**src/rtl/avanco_passos.sv**
```systemverilog
// Multi-step advance controller: runs one (direction, step count) command cell by cell,
// checking the wall sensor before each step and tracking the robot's (x,y) cell.
module avanco_passos #(
  parameter int COORD_W     = 4,
  parameter int STEP_W      = 3,
  parameter int ACK_TIMEOUT = 15
) (
  input  logic               clockc3,
  input  logic               reset,
  input  logic               avancar,
  input  logic [2:0]         orientacao,
  input  logic [STEP_W-1:0]  passos,
  input  logic               parede,
  input  logic               motor_pronto,
  output logic [2:0]         acao,
  output logic               ocupado,
  output logic [COORD_W-1:0] pos_x,
  output logic [COORD_W-1:0] pos_y,
  output logic               concluido,
  output logic               bloqueado,
  output logic               erro
);

  localparam int TMO_W = $clog2(ACK_TIMEOUT + 1);
  localparam logic [TMO_W-1:0] TMO_LAST = TMO_W'(ACK_TIMEOUT - 1);

  localparam logic [2:0] PARADO = 3'b000;
  localparam logic [2:0] NORTE  = 3'b001;
  localparam logic [2:0] OESTE  = 3'b010;
  localparam logic [2:0] LESTE  = 3'b011;
  localparam logic [2:0] SUL    = 3'b100;

  typedef enum logic [1:0] {
    IDLE     = 2'd0,
    CHECK    = 2'd1,
    WAIT_ACK = 2'd2
  } state_t;

  state_t            state_reg;
  logic [2:0]        dir_reg;
  logic [STEP_W-1:0] cnt_reg;
  logic [TMO_W-1:0]  tmo_reg;
  logic              orient_ok;

  assign orient_ok = (orientacao != PARADO) && (orientacao <= SUL);

  always_ff @(posedge clockc3 or negedge reset) begin
    if (!reset) begin
      state_reg <= IDLE;
      dir_reg   <= PARADO;
      cnt_reg   <= '0;
      tmo_reg   <= '0;
      acao      <= PARADO;
      ocupado   <= 1'b0;
      pos_x     <= '0;
      pos_y     <= '0;
      concluido <= 1'b0;
      bloqueado <= 1'b0;
      erro      <= 1'b0;
    end else begin
      // Outcome flags are single-cycle pulses.
      concluido <= 1'b0;
      bloqueado <= 1'b0;
      erro      <= 1'b0;
      case (state_reg)
        IDLE: begin
          if (avancar) begin
            if (orient_ok && (passos != '0)) begin
              dir_reg   <= orientacao;
              cnt_reg   <= passos;
              state_reg <= CHECK;
              ocupado   <= 1'b1;
            end else begin
              erro <= 1'b1;
            end
          end
        end
        CHECK: begin
          if (parede) begin
            acao      <= PARADO;
            bloqueado <= 1'b1;
            ocupado   <= 1'b0;
            state_reg <= IDLE;
          end else begin
            acao      <= dir_reg;
            tmo_reg   <= '0;
            state_reg <= WAIT_ACK;
          end
        end
        WAIT_ACK: begin
          if (motor_pronto) begin
            acao <= PARADO;
            case (dir_reg)
              NORTE:   pos_y <= pos_y + COORD_W'(1);
              SUL:     pos_y <= pos_y - COORD_W'(1);
              LESTE:   pos_x <= pos_x + COORD_W'(1);
              OESTE:   pos_x <= pos_x - COORD_W'(1);
              default: ;
            endcase
            cnt_reg <= cnt_reg - STEP_W'(1);
            if (cnt_reg == STEP_W'(1)) begin
              concluido <= 1'b1;
              ocupado   <= 1'b0;
              state_reg <= IDLE;
            end else begin
              state_reg <= CHECK;
            end
          end else if (tmo_reg == TMO_LAST) begin
            // Unacknowledged step: position stays where it was.
            acao      <= PARADO;
            erro      <= 1'b1;
            ocupado   <= 1'b0;
            state_reg <= IDLE;
          end else begin
            tmo_reg <= tmo_reg + TMO_W'(1);
          end
        end
        default: begin
          acao      <= PARADO;
          ocupado   <= 1'b0;
          state_reg <= IDLE;
        end
      endcase
    end
  end

endmodule

```
**config.mk**
```make
export PLATFORM = sky130hd
export DESIGN_NAME = avanco_passos
export DESIGN_NICKNAME = d
export VERILOG_FILES = /design/src/rtl/avanco_passos.sv
export SDC_FILE = /design/constraint.sdc
export NUM_CORES = 1
export LEC_CHECK = 0
export ABC_AREA = 0
export ABC_CLOCK_PERIOD_IN_PS = 3900
export BUFFER_PORTS_ARGS = -buffer_cell sky130_fd_sc_hd__buf_2
export CORE_MARGIN = 2
export CORE_UTILIZATION = 40
export CTS_CLUSTER_SIZE = 30
export DETAILED_ROUTE_END_ITERATION = 8
export GPL_TIMING_DRIVEN = 0
export PLACE_DENSITY_LB_ADDON = 0.08
export SLEW_MARGIN = 20
export SYNTH_ARGS = -nofsm -noshare
export SYNTH_HDL_FRONTEND = slang
export SYNTH_SLANG_ARGS = --single-unit
```
**constraint.sdc**
```tcl
create_clock -name clockc3 -period 3.9 [get_ports clockc3]
set_input_delay 0.195 -clock clockc3 [delete_from_list [all_inputs] [get_ports clockc3]]
set_output_delay 0.195 -clock clockc3 [all_outputs]
set_load 0.02 [all_outputs]
```
# Word-level counts from Yosys, hierarchy flattened
# Index checks and enable logic that the tools add are counted.
dict set report word_totals {
  register_bits 27
  inputBits 11
  out_inout_bits 15
  wordCells 91
}
dict set report classes {
  add_sub_neg 6
  magnitude_cmp 1
  eq_ne 17
  muxes 38
  n_bitwise 1
  n_reduce_logical 17
}
# cell n
set op_table {}
lappend op_table {{$pmux 4 s2} 3}
lappend op_table {{$mux 3} 6}
lappend op_table {{$mux 1} 16}
lappend op_table {{$ne 2x2->1 const B} 7}
lappend op_table {{$add 4x1->4 const B} 3}
lappend op_table {{$mux 4} 3}
lappend op_table {{$reduce_and 3->1} 4}
lappend op_table {{$mux 2} 5}
lappend op_table {{$pmux 3 s3} 1}
lappend op_table {{$reduce_and 4->1} 2}
lappend op_table {{$reduce_bool 2->1} 4}
lappend op_table {{$sub 4x1->4 const B} 2}
lappend op_table {{$eq 3x1->1 const B} 2}
lappend op_table {{$eq 3x2->1 const B} 2}
lappend op_table {{$ne 3x3->1 const B} 2}
lappend op_table {{$pmux 2 s3} 1}
lappend op_table {{$pmux 3 s2} 1}
lappend op_table {{$reduce_bool 3->1} 2}
lappend op_table {{$reduce_and 5->1} 1}
lappend op_table {{$eq 4x4->1 const B} 1}
lappend op_table {{$eq 3x3->1 const B} 1}
lappend op_table {{$le 3x3->1 const B} 1}
lappend op_table {{$pmux 1 s3} 1}
lappend op_table {{$sub 3x1->3 const B} 1}
lappend op_table {{7 further kinds} 8}

# Longest topological paths before layout
# Gate-level depths: netlist (run 1).
dict set report depth {
  ltp_word 6
  mapped_depth 8
}

# Worst setup path after synthesis (run 1)
# OpenSTA, ideal clock, no wires.
dict set report synth_timing {
  kind {reg-to-reg}
  startpoint {register dir_reg[0]}
  endpoint {register pos_y[3]}
  setup_ps 80
  arrival_time_ps 1568
  required_ps 3820
  setup_slack_ps 2252
  path_stages_with_launch 9
  path_buffers 0
  synth_period_minus_slack_ps 1648
  cell_sequence {dfrtp_1 -> nor2_1 -> nand2_1 -> inv_1 -> ha_1 -> a21o_1 -> a21oi_1 -> mux2i_1 -> xnor2_1}
}
dict set report synth_via {
  elab_chain_len 3
  word_cells_on_any_way 5
  classes_between {2 x eq/ne; 1 x mux; 2 x reduce/logical}
}
# element line
set synth_lines {}
lappend synth_lines {{start, declared} 40} ;# logic [2:0] dir_reg;
lappend synth_lines {{start signal, assigned} 69} ;# dir_reg <= orientacao;
lappend synth_lines {{$eq 3x3->1 / $eq 3x1->1 (equally long branches)} 93} ;# case (dir_reg)
lappend synth_lines {{$reduce_bool 2->1 (no line)} n/a}
lappend synth_lines {{$reduce_and 3->1 (no line)} n/a}
lappend synth_lines {{end signal, assigned} 94} ;# NORTE: pos_y <= pos_y + COORD_W'(1);
lappend synth_lines {{end signal, assigned} 95} ;# SUL: pos_y <= pos_y - COORD_W'(1);
lappend synth_lines {{end, declared} 18} ;# output logic [COORD_W-1:0] pos_y,
# Several ways; a longest one is shown, not always the timed one.
# A chain may end at the register's enable or synchronous reset.

# Final worst setup path (run 1)
# Ends and elaborated chain as after synthesis.

==> results of run 1 <==
routing by layer:
layer | track usage | part of all wire
met1 | 0.193 | 0.50
met2 | 0.232 | 0.45
met3 | 0.0260 | 0.043
met4 | 0.0718 | 0.014
met5 | 0 | 0
worst max-delay path by stage:
| stage | endpoint | from | depth (start not counted) |
|---|---|---|---|
| after detailed placement | pos_y[3]$_DFFE_PN0P_ | dir_reg[0]$_DFFE_PN0P_ | 8 |
| after global routing | pos_y[3]$_DFFE_PN0P_ | dir_reg[0]$_DFFE_PN0P_ | 8 |
| after floorplan | pos_y[3]$_DFFE_PN0P_ | dir_reg[0]$_DFFE_PN0P_ | 8 |
| after global placement | pos_y[3]$_DFFE_PN0P_ | dir_reg[0]$_DFFE_PN0P_ | 8 |
| final | pos_y[3]$_DFFE_PN0P_ | dir_reg[0]$_DFFE_PN0P_ | 8 |
| after CTS | pos_y[3]$_DFFE_PN0P_ | dir_reg[0]$_DFFE_PN0P_ | 8 |
layout by cell type, fill, tap and decap left out, types with 2 or more instances in the layout:
master / n
or3_1: 3
inv_1: 7
xor2_1: 4
mux2_4: 2
mux2_2: 5
clkbuf_8: 3
o21ai_1: 3
o21ai_0: 5
nand2_1: 8
nand3_1: 8
buf_2: 26
a22o_1: 3
nor3b_2: 2
nor4b_1: 3
dfrtp_1: 27
ha_1: 7
mux2i_1: 2
nor2b_1: 3
a21oi_1: 5
xnor2_1: 7
clkbuf_1: 2
nor2_1: 8
kinds of logic (layout without fill, tap and decap cells):
logic type | count (synthesis) | in the layout | synth area share
and+or+nand+nor | 45 | 45 | 0.205
xor gates and xnor gates | 11 | 11 | 0.0656
DFF | 27 | 27 | 0.460
AOI/OAI and AO/OA | 21 | 21 | 0.0912
adders and majority gates | 8 | 8 | 0.0733
buffers and inverters | 10 | 40 | 0.0315
muxes | 9 | 9 | 0.0725
layout make-up:
type | count | area share
sequential | 27 | 0.396
timing repair buffer | 26 | 0.0791
multi-input combinational | 94 | 0.437
clock buffer | 4 | 0.0264
inverter | 7 | 0.0154
buffer | 3 | 0.0117
tap | 48 | 0.0352
worst register-to-register path: cells and delay by family (launching register included):
family                   cells  cell delay (ns)
AO/OA/AOI/OAI                2             0.34
XOR/XNOR                     1             0.14
adder cells (fa/ha/maj)      1             0.26
buffers and inverters        1             0.07
flip-flops                   1             0.51
multiplexers                 1             0.23
AND/OR/NAND/NOR              2             0.19
power breakdown:
part           total [mW]  internal (mW)  switching [mW]
Clock               0.163         0.0733          0.0892
Sequential          0.474          0.375          0.0987
Combinational       0.452          0.214           0.238
cells in the mapped netlist:
cell and instances:
ha_1 7, nor3b_2 2, o21ai_1 3, nand3b_4 1
nor3_1 1, mux2i_1 2, nand4_4 1, buf_6 1
nor3b_4 1, a31oi_1 1, o221a_1 1, nand3b_1 1
nor2b_1 3, or2b_1 1, xnor2_1 7, a31o_2 1
nor2_1 8, mux2_4 2, a21o_1 1, fa_1 1
mux2_2 5, clkbuf_1 1, nand2_2 1, o21ai_2 1
a21oi_1 5, nand2_1 8, a22o_1 3, buf_2 1
or3_1 3, dfrtp_1 27, o21ai_0 5, xor2_1 4
nor4b_1 3, nand3_1 8, or3b_2 1, nor3b_1 1
inv_1 7, and3b_2 1
==> flow_summary.yaml, run 1 <==
routing:
  first_pass_iters: 4
  vias_per_cell: 4.98
  dr_total_vias: 1041
  routed_wl_mm: 2.70
  post_drt_wl_per_cell_um: 12.9
  drt-initial-drc-count: 12
  ant_nets: 0
  drc: 0
global_routing:
  antenna_found_initial: 0
  grt_pass1_wl_mm: 4.73
  grt_max_degree: 28
  overflow: 0
  grt_use_total: 0.146
  grt_pass1_vias: 1008
worst_setup_path:
  crit_path_cell_trace: "nor2_1 -> nand2_1 -> inv_1 -> ha_1 -> a21o_1 -> a21oi_1 -> mux2i_1 -> xnor2_1"
  cp_slowest_cell: "dfrtp_1"
  crit_type: "reg -> reg"
  reg2reg_depth: 8
  arrival_ns: 2.02
  r2r_slack_ns: 2.07
  cp_max_fo: 7
  worstReg2RegStart: "dir_reg[0]$_DFFE_PN0P_"
  critical_path.top_delay_family: "flip-flops"
  cp_num_buf_inv: 1
  required_ns: 4.09
  crit_path_start_kind: "flop"
  cp-end-kind: "flop"
  worst_r2r_endpoint: "pos_y[3]$_DFFE_PN0P_"
  cpPeakStageDelay_ns: 0.51
timing:
  hold_viol_final: 0
  setup_tns_ns: 0
  rsz0062_at_grt: "no"
  fin_crit_ns: 1.83
  setup_ws_ns: 2.07
  setup_viol: 0
  timing.final.crit_share: 0.468
  fmax_mhz: 547
  finClkSkew_ns: 0.00768
  drv_slew: 0
  maxSlewHeadroom: 0.584
  tightest_slew_ns: 0.624
  hold_ws_ns: 0.192
yosys:
  yosysTopAreaCell: "dfrtp_1"
  netlist.area_leader.share: 0.460
  synth.distinct_cells: 38
  syn_inst: 131
  synth_seq_cells: 27
  synth_area_um2: 1470
  synth_area_per_cell_um2: 11.2
  ys_seq_area_frac: 0.460
  synth.area.top_cells: "dfrtp_1 46%, ha_1 6.0%, xnor2_1 4.2%"
  synthesis.nets: 150
  ys_warn_count: 0
finish:
  layout-drive-gt1-share: 0.292
  multi_input_area_um2: 746
  antenna_cells: 0
  fillers: 361
  fin_cells: 209
  ff_latch_area_um2: 676
  area_growth_pct: 16.4
  final_nets: 181
  postLayoutCoreUtil: 0.474
  fin_area_um2: 1710
clock_network:
  path_clk_slew_ns: 0.09
  cts_hold_buf: 1
  cts_tree: "yes"
  clock_latency_ns: 0.28
  cts.repair.resized: 0
  cts_root_buffer: "clkbuf_8"
  cts_buffer_depth: 2
  cts_sinks: 27
  htreeDepth: 1
  cts_setup_buffers: 0
  numCtsBuffers: 3
placement:
  placedCellCount: 204
  port_buffers: 25
  post-place-ws_ns: 2.10
  place.gp.congestion: 0.712
  postPlaceCellArea_um2: 1650
  dp_hpwl_mm: 1.96
pwr:
  fin_total_pwr_mw: 1.09
  power_leakage_nw: 0.842
  ir_drop_mv: 0.229
  power_density_nw_per_um2: 637
floorplan:
  die_area_um2: 4170
  core_area_um2: 3610
  num_io_pins: 26
  placementRows: 22
  die_x_um: 64.6
  start_util: 0.407
  die_y_um: 64.6
worst_hold_path:
  hold_depth: 2
  whs_endpoint: "dir_reg[2]$_DFFE_PN0P_"
  worstHoldStart: "orientacao[2]"
  holdCritPathClass: "in -> reg"
outcome:
  status: "complete, no violations"
job:
  drv_cap: 0
Note: power is estimated with default switching activity, not from simulation.
==> inputs of run 2 (changes only) <==
--- a/config.mk
+++ b/config.mk
@@ -6,7 +6,7 @@
 export NUM_CORES = 1
 export LEC_CHECK = 0
 export ABC_AREA = 0
-export ABC_CLOCK_PERIOD_IN_PS = 3900
+export ABC_CLOCK_PERIOD_IN_PS = 1600
 export BUFFER_PORTS_ARGS = -buffer_cell sky130_fd_sc_hd__buf_2
 export CORE_MARGIN = 2
 export CORE_UTILIZATION = 40
==> constraint.sdc (replaced) <==
create_clock -name clockc3 -period 1.6 [get_ports clockc3]
set_input_delay 0.08 -clock clockc3 [delete_from_list [all_inputs] [get_ports clockc3]]
set_output_delay 0.08 -clock clockc3 [all_outputs]
set_load 0.02 [all_outputs]
==> run 2 against run 1 <==
  * The run now ends with setup timing left
  * Register-to-register slack got worse by 2.1 ns
  * Sequential power increased by 140%
  * Largest power group is now combinational logic
  * First-iteration DRC count increased to 4.1 times the previous value
  * Die area unchanged
  * Global-route usage increased by 0.29 points
==> flow_summary.yaml, run 2 (synthesis gave the netlist of run 1 again) <==
timing:
  maxSlewHeadroom: 0.594
  rsz0062_at_grt: "yes"
  setup_ws_ns: -0.00974
  drv_slew: 0
  setup_viol: 1
  fin_crit_ns: 1.61
  tightest_slew_ns: 0.608
  finClkSkew_ns: 0.00302
  timing.final.crit_share: 1.01
  fmax_mhz: 621
  hold_viol_final: 0
  hold_ws_ns: 0.0747
floorplan:
  die_area_um2: 4170
  core_area_um2: 3610
  start_util: 0.407
  die_y_um: 64.6
  die_x_um: 64.6
  num_io_pins: 26
  placementRows: 22
global_routing:
  antenna_found_initial: 0
  grt_max_degree: 28
  grt_pass1_vias: 1069
  grt_use_total: 0.149
  overflow: 0
  grt_pass1_wl_mm: 4.82
clock_network:
  cts_root_buffer: "clkbuf_8"
  path_clk_slew_ns: 0.09
  cts_buffer_depth: 2
  cts_tree: "yes"
  htreeDepth: 1
  cts_sinks: 27
  numCtsBuffers: 3
  clock_latency_ns: 0.27
pwr:
  power_leakage_nw: 0.929
  power_density_nw_per_um2: 1570
  ir_drop_mv: 0.611
worst_setup_path:
  crit_path_cell_trace: "buf_6 -> nor3b_4 -> xor2_1 -> ha_2 -> nor2_2 -> mux2_4 -> nand2_4 -> xnor2_2"
  cp_num_buf_inv: 1
  reg2reg_depth: 8
  r2r_slack_ns: -0.01
  cp_max_fo: 4
  cp_slowest_cell: "dfrtp_1"
  worst_r2r_endpoint: "pos_x[2]$_DFFE_PN0P_"
  arrival_ns: 1.81
  required_ns: 1.80
  crit_path_start_kind: "flop"
  worstReg2RegStart: "dir_reg[2]$_DFFE_PN0P_"
  crit_type: "reg -> reg"
  cpPeakStageDelay_ns: 0.38
  cp-end-kind: "flop"
  critical_path.top_delay_family: "flip-flops"
placement:
  port_buffers: 25
  postPlaceCellArea_um2: 1660
  dp_hpwl_mm: 1.95
  place.gp.congestion: 0.763
  post-place-ws_ns: -0.166
finish:
  final_nets: 193
  antenna_cells: 0
  area_growth_pct: 28.2
  fin_area_um2: 1880
  final_common_cell: "buf_2"
  fillers: 349
  final_cell_mix: "25 x buf_2, 24 x dfrtp_1, 11 x buf_4, 8 x nand3_1"
  layout-drive-gt1-share: 0.428
routing:
  wl_met1_mm: 1.15
  first_pass_iters: 4
  dr_wl_met3_um: 84
  routed_wl_mm: 2.79
  vias_per_cell: 4.84
  drc: 0
  ant_nets: 0
  dr_total_vias: 1069
  post_drt_wl_per_cell_um: 12.6
  drt-initial-drc-count: 49
  dr_wl_met2_mm: 1.53
  dr.max_layer_used: "met4"
worst_hold_path:
  hold_depth: 2
  worstHoldStart: "orientacao[2]"
  holdCritPathClass: "in -> reg"
  whs_endpoint: "dir_reg[2]$_DFFE_PN0P_"
outcome:
  violations: "setup timing"
  status: "finished with violations"
job:
  drv_cap: 0
## run 2: how the worst max path moves through the flow
stage	end	start	slack (ns)	depth (start not counted)
2_1_floorplan	pos_x[2]$_DFFE_PN0P_	dir_reg[2]$_DFFE_PN0P_	-0.02	8
3_3_place_gp	pos_y[3]$_DFFE_PN0P_	dir_reg[1]$_DFFE_PN0P_	-0.14	8
3_5_place_dp	pos_y[3]$_DFFE_PN0P_	dir_reg[1]$_DFFE_PN0P_	-0.17	8
4_1_cts	pos_y[3]$_DFFE_PN0P_	dir_reg[0]$_DFFE_PN0P_	-0.03	8
5_1_grt	pos_y[3]$_DFFE_PN0P_	dir_reg[0]$_DFFE_PN0P_	-0.13	8
6_report	pos_x[2]$_DFFE_PN0P_	dir_reg[2]$_DFFE_PN0P_	-0.01	8
## run 2: worst reg2reg max path, stage by stage (launching register included)
cell	delay (ns)
dfrtp_1	0.38
buf_6	0.13
nor3b_4	0.19
xor2_1	0.17
ha_2	0.21
nor2_2	0.04
mux2_4	0.27
nand2_4	0.07
xnor2_2	0.10
## run 2: cell type report
cell class                      instances  area [um2]  area share
Tap cell                               48        60.1      0.0319
Timing Repair Buffer                   38         229       0.122
Clock inverter                          1        7.51     0.00399
Sequential cell                        27         679       0.361
Buffer                                  3        26.3      0.0140
Multi-Input combinational cell         94         812       0.432
Inverter                                7        26.3      0.0140
Clock buffer                            3        41.3      0.0219
## run 2: through the flow
step	total power [mW]	cells	setup TNS (ns)	util
6_report	2.95	221	-0.00974	0.522
5_1_grt	3.19	221	-0.246	0.522
4_1_cts	2.90	217	-0.0539	0.504
3_5_place_dp	2.30	204	-0.316	0.459
3_3_place_gp	2.25	204	-0.231	0.459
2_1_floorplan	1.97	131	-0.0425	-
## run 2: repair_timing
item,CTS,global route
setup endpoints to repair,3,13
endpoints found under the hold margin,27,0
hold buffers,1,0
pin swaps,7,6
buffers inserted,8,4
gates resized for setup,12,8
## run 2: where the power goes
group	internal [mW]	total, mW	leakage, nW	switching [mW]
Combinational	0.711	1.39	0.561	0.684
Sequential	0.921	1.16	0.347	0.238
Clock	0.177	0.395	0.0217	0.218
## run 2: metal layers
layer | up-vias | GRT usage
li1 | 538 | -
met1 | 509 | 0.166
met2 | 20 | 0.277
met3 | 2 | 0.0417
met4 | 0 | 0.0399
met5 | - | 0
==> inputs of run 3 (changes only) <==
--- a/config.mk
+++ b/config.mk
@@ -9,7 +9,7 @@
 export ABC_CLOCK_PERIOD_IN_PS = 1600
 export BUFFER_PORTS_ARGS = -buffer_cell sky130_fd_sc_hd__buf_2
 export CORE_MARGIN = 2
-export CORE_UTILIZATION = 40
+export CORE_UTILIZATION = 49
 export CTS_CLUSTER_SIZE = 30
 export DETAILED_ROUTE_END_ITERATION = 8
 export GPL_TIMING_DRIVEN = 0
==> run 3 against run 2 <==
  * The run ends with DRC, setup timing left
  * Cell count fell by 7.7%
  * Critical path type unchanged
  * Design area fell by 2.2%
  * Die area fell by 17%
  * Clock skew rose by 0.0040 ns
  * Wire length rose by 6.2%
  * Largest cell class unchanged
==> flow_summary.yaml, run 3 (synthesis gave the netlist of run 1 again) <==
finish:
  multi_input_area_um2: 818
  fin_area_um2: 1840
  ff_latch_area_um2: 679
  final_common_cell: "buf_2"
  layout-drive-gt1-share: 0.422
  final_cell_mix: "25 x buf_2, 24 x dfrtp_1, 12 x buf_4, 8 x nand3_1, 7 x nor2_1"
  fillers: 237
  antenna_cells: 0
  fin_cells: 204
  postLayoutCoreUtil: 0.656
  area_growth_pct: 25.4
  final_nets: 193
outcome:
  status: "finished with violations"
  violations: "DRC, setup timing"
worst_setup_path:
  r2r_slack_ns: -0.07
  crit_type: "reg -> reg"
  worst_r2r_endpoint: "pos_x[2]$_DFFE_PN0P_"
  arrival_ns: 1.93
  worstReg2RegStart: "dir_reg[0]$_DFFE_PN0P_"
  cp_max_fo: 4
  required_ns: 1.86
  crit_path_start_kind: "flop"
  reg2reg_depth: 7
  cp-end-kind: "flop"
floorplan:
  num_io_pins: 26
  die_area_um2: 3450
  core_area_um2: 2810
  placementRows: 19
  die_x_um: 58.7
  die_y_um: 58.7
  start_util: 0.523
timing:
  timing.final.crit_share: 1.04
  rsz0062_at_grt: "yes"
  maxSlewHeadroom: 0.588
  hold_viol_final: 0
  setup_viol: 2
  setup_tns_ns: -0.127
  tightest_slew_ns: 0.617
  finClkSkew_ns: 0.00699
  hold_ws_ns: 0.0152
  fmax_mhz: 599
  setup_ws_ns: -0.0690
  fin_crit_ns: 1.67
  drv_slew: 0
global_routing:
  grt_max_degree: 28
  overflow: 0
  grt_pass1_vias: 1085
  grt_pass1_wl_mm: 5.02
  antenna_found_initial: 0
  grt_use_total: 0.191
pwr:
  switching_share: 0.404
  power_leakage_nw: 0.923
  clkPwrFrac: 0.106
  fin_total_pwr_mw: 2.89
  power_density_nw_per_um2: 1570
  ir_drop_mv: 0.805
  power_frac_comb: 0.490
  switchingPower_mw: 1.17
  p_int_mw: 1.72
  power_frac_seq: 0.405
clock_network:
  cts_sinks: 27
  cts_root_buffer: "clkbuf_4"
  htreeDepth: 1
  path_clk_slew_ns: 0.15
  numCtsBuffers: 3
  cts_tree: "yes"
  clock_latency_ns: 0.32
  cts_buffer_depth: 2
placement:
  placedCellCount: 187
  port_buffers: 25
  postPlaceCellArea_um2: 1640
  place.gp.congestion: 0.830
  post-place-ws_ns: -0.150
  dp_hpwl_mm: 1.99
worst_hold_path:
  worstHoldStart: "avancar"
  whs_endpoint: "erro$_DFF_PN0_"
  holdCritPathClass: "in -> reg"
  hold_depth: 3
routing:
  ant_nets: 0
  dr_total_vias: 1108
  routed_wl_mm: 2.97
  post_drt_wl_per_cell_um: 14.5
  first_pass_iters: 6
  drt-initial-drc-count: 33
  drc: 1
  vias_per_cell: 5.43
job:
  drv_cap: 0
run 3: how the worst max path moves through the flow:
stage	from	to	depth (start not counted)
floorplan	dir_reg[2]$_DFFE_PN0P_	pos_x[2]$_DFFE_PN0P_	8
global placement	dir_reg[0]$_DFFE_PN0P_	pos_y[3]$_DFFE_PN0P_	8
detailed placement	dir_reg[0]$_DFFE_PN0P_	pos_y[3]$_DFFE_PN0P_	8
CTS	dir_reg[2]$_DFFE_PN0P_	pos_x[2]$_DFFE_PN0P_	8
global route	dir_reg[0]$_DFFE_PN0P_	pos_y[3]$_DFFE_PN0P_	8
finish	dir_reg[0]$_DFFE_PN0P_	pos_x[2]$_DFFE_PN0P_	7
run 3: area by class of cell:
cell class                      instances  share of cell area
Multi-Input combinational cell         94               0.445
Sequential cell                        27               0.369
Timing Repair Buffer                   38               0.122
Tap cell                               31              0.0211
Clock buffer                            4              0.0143
Buffer                                  3              0.0143
Inverter                                7              0.0143
run 3: layer usage:
layer / GRT usage / vias up / part of all wire
li1: - / 544 / -
met1: 0.267 / 545 / 0.49
met2: 0.308 / 17 / 0.47
met3: 0.0264 / 2 / 0.030
met4: 0.0584 / 0 / 0.0061
met5: 0 / - / 0
run 3: repair_timing:
item                                    in CTS  in global routing
hold buffers                                 1                  0
endpoints found under the setup margin       3                 14
resized for setup                           12                  8
buffers inserted                             6                  6
endpoints found under the hold margin       27                  0
pin swaps                                    8                  5
cloned                                       0                  0
run 3: critical path: stages (launching register included):
cell and delay (ns):
dfrtp_2 0.49, nor3b_4 0.24, xor2_1 0.18, ha_2 0.20, nor2_1 0.04, mux2_4 0.27, nand2_4 0.08, xnor2_2 0.10
run 3: power by group through the flow:
stage               registers [mW]  clock network (mW)  logic [mW]
global placement              1.15                   0        1.09
floorplan                     1.29                   0       0.685
finish                        1.17               0.305        1.41
global route                  1.21               0.338        1.56
detailed placement            1.17                   0        1.14
CTS                           1.16               0.312        1.33
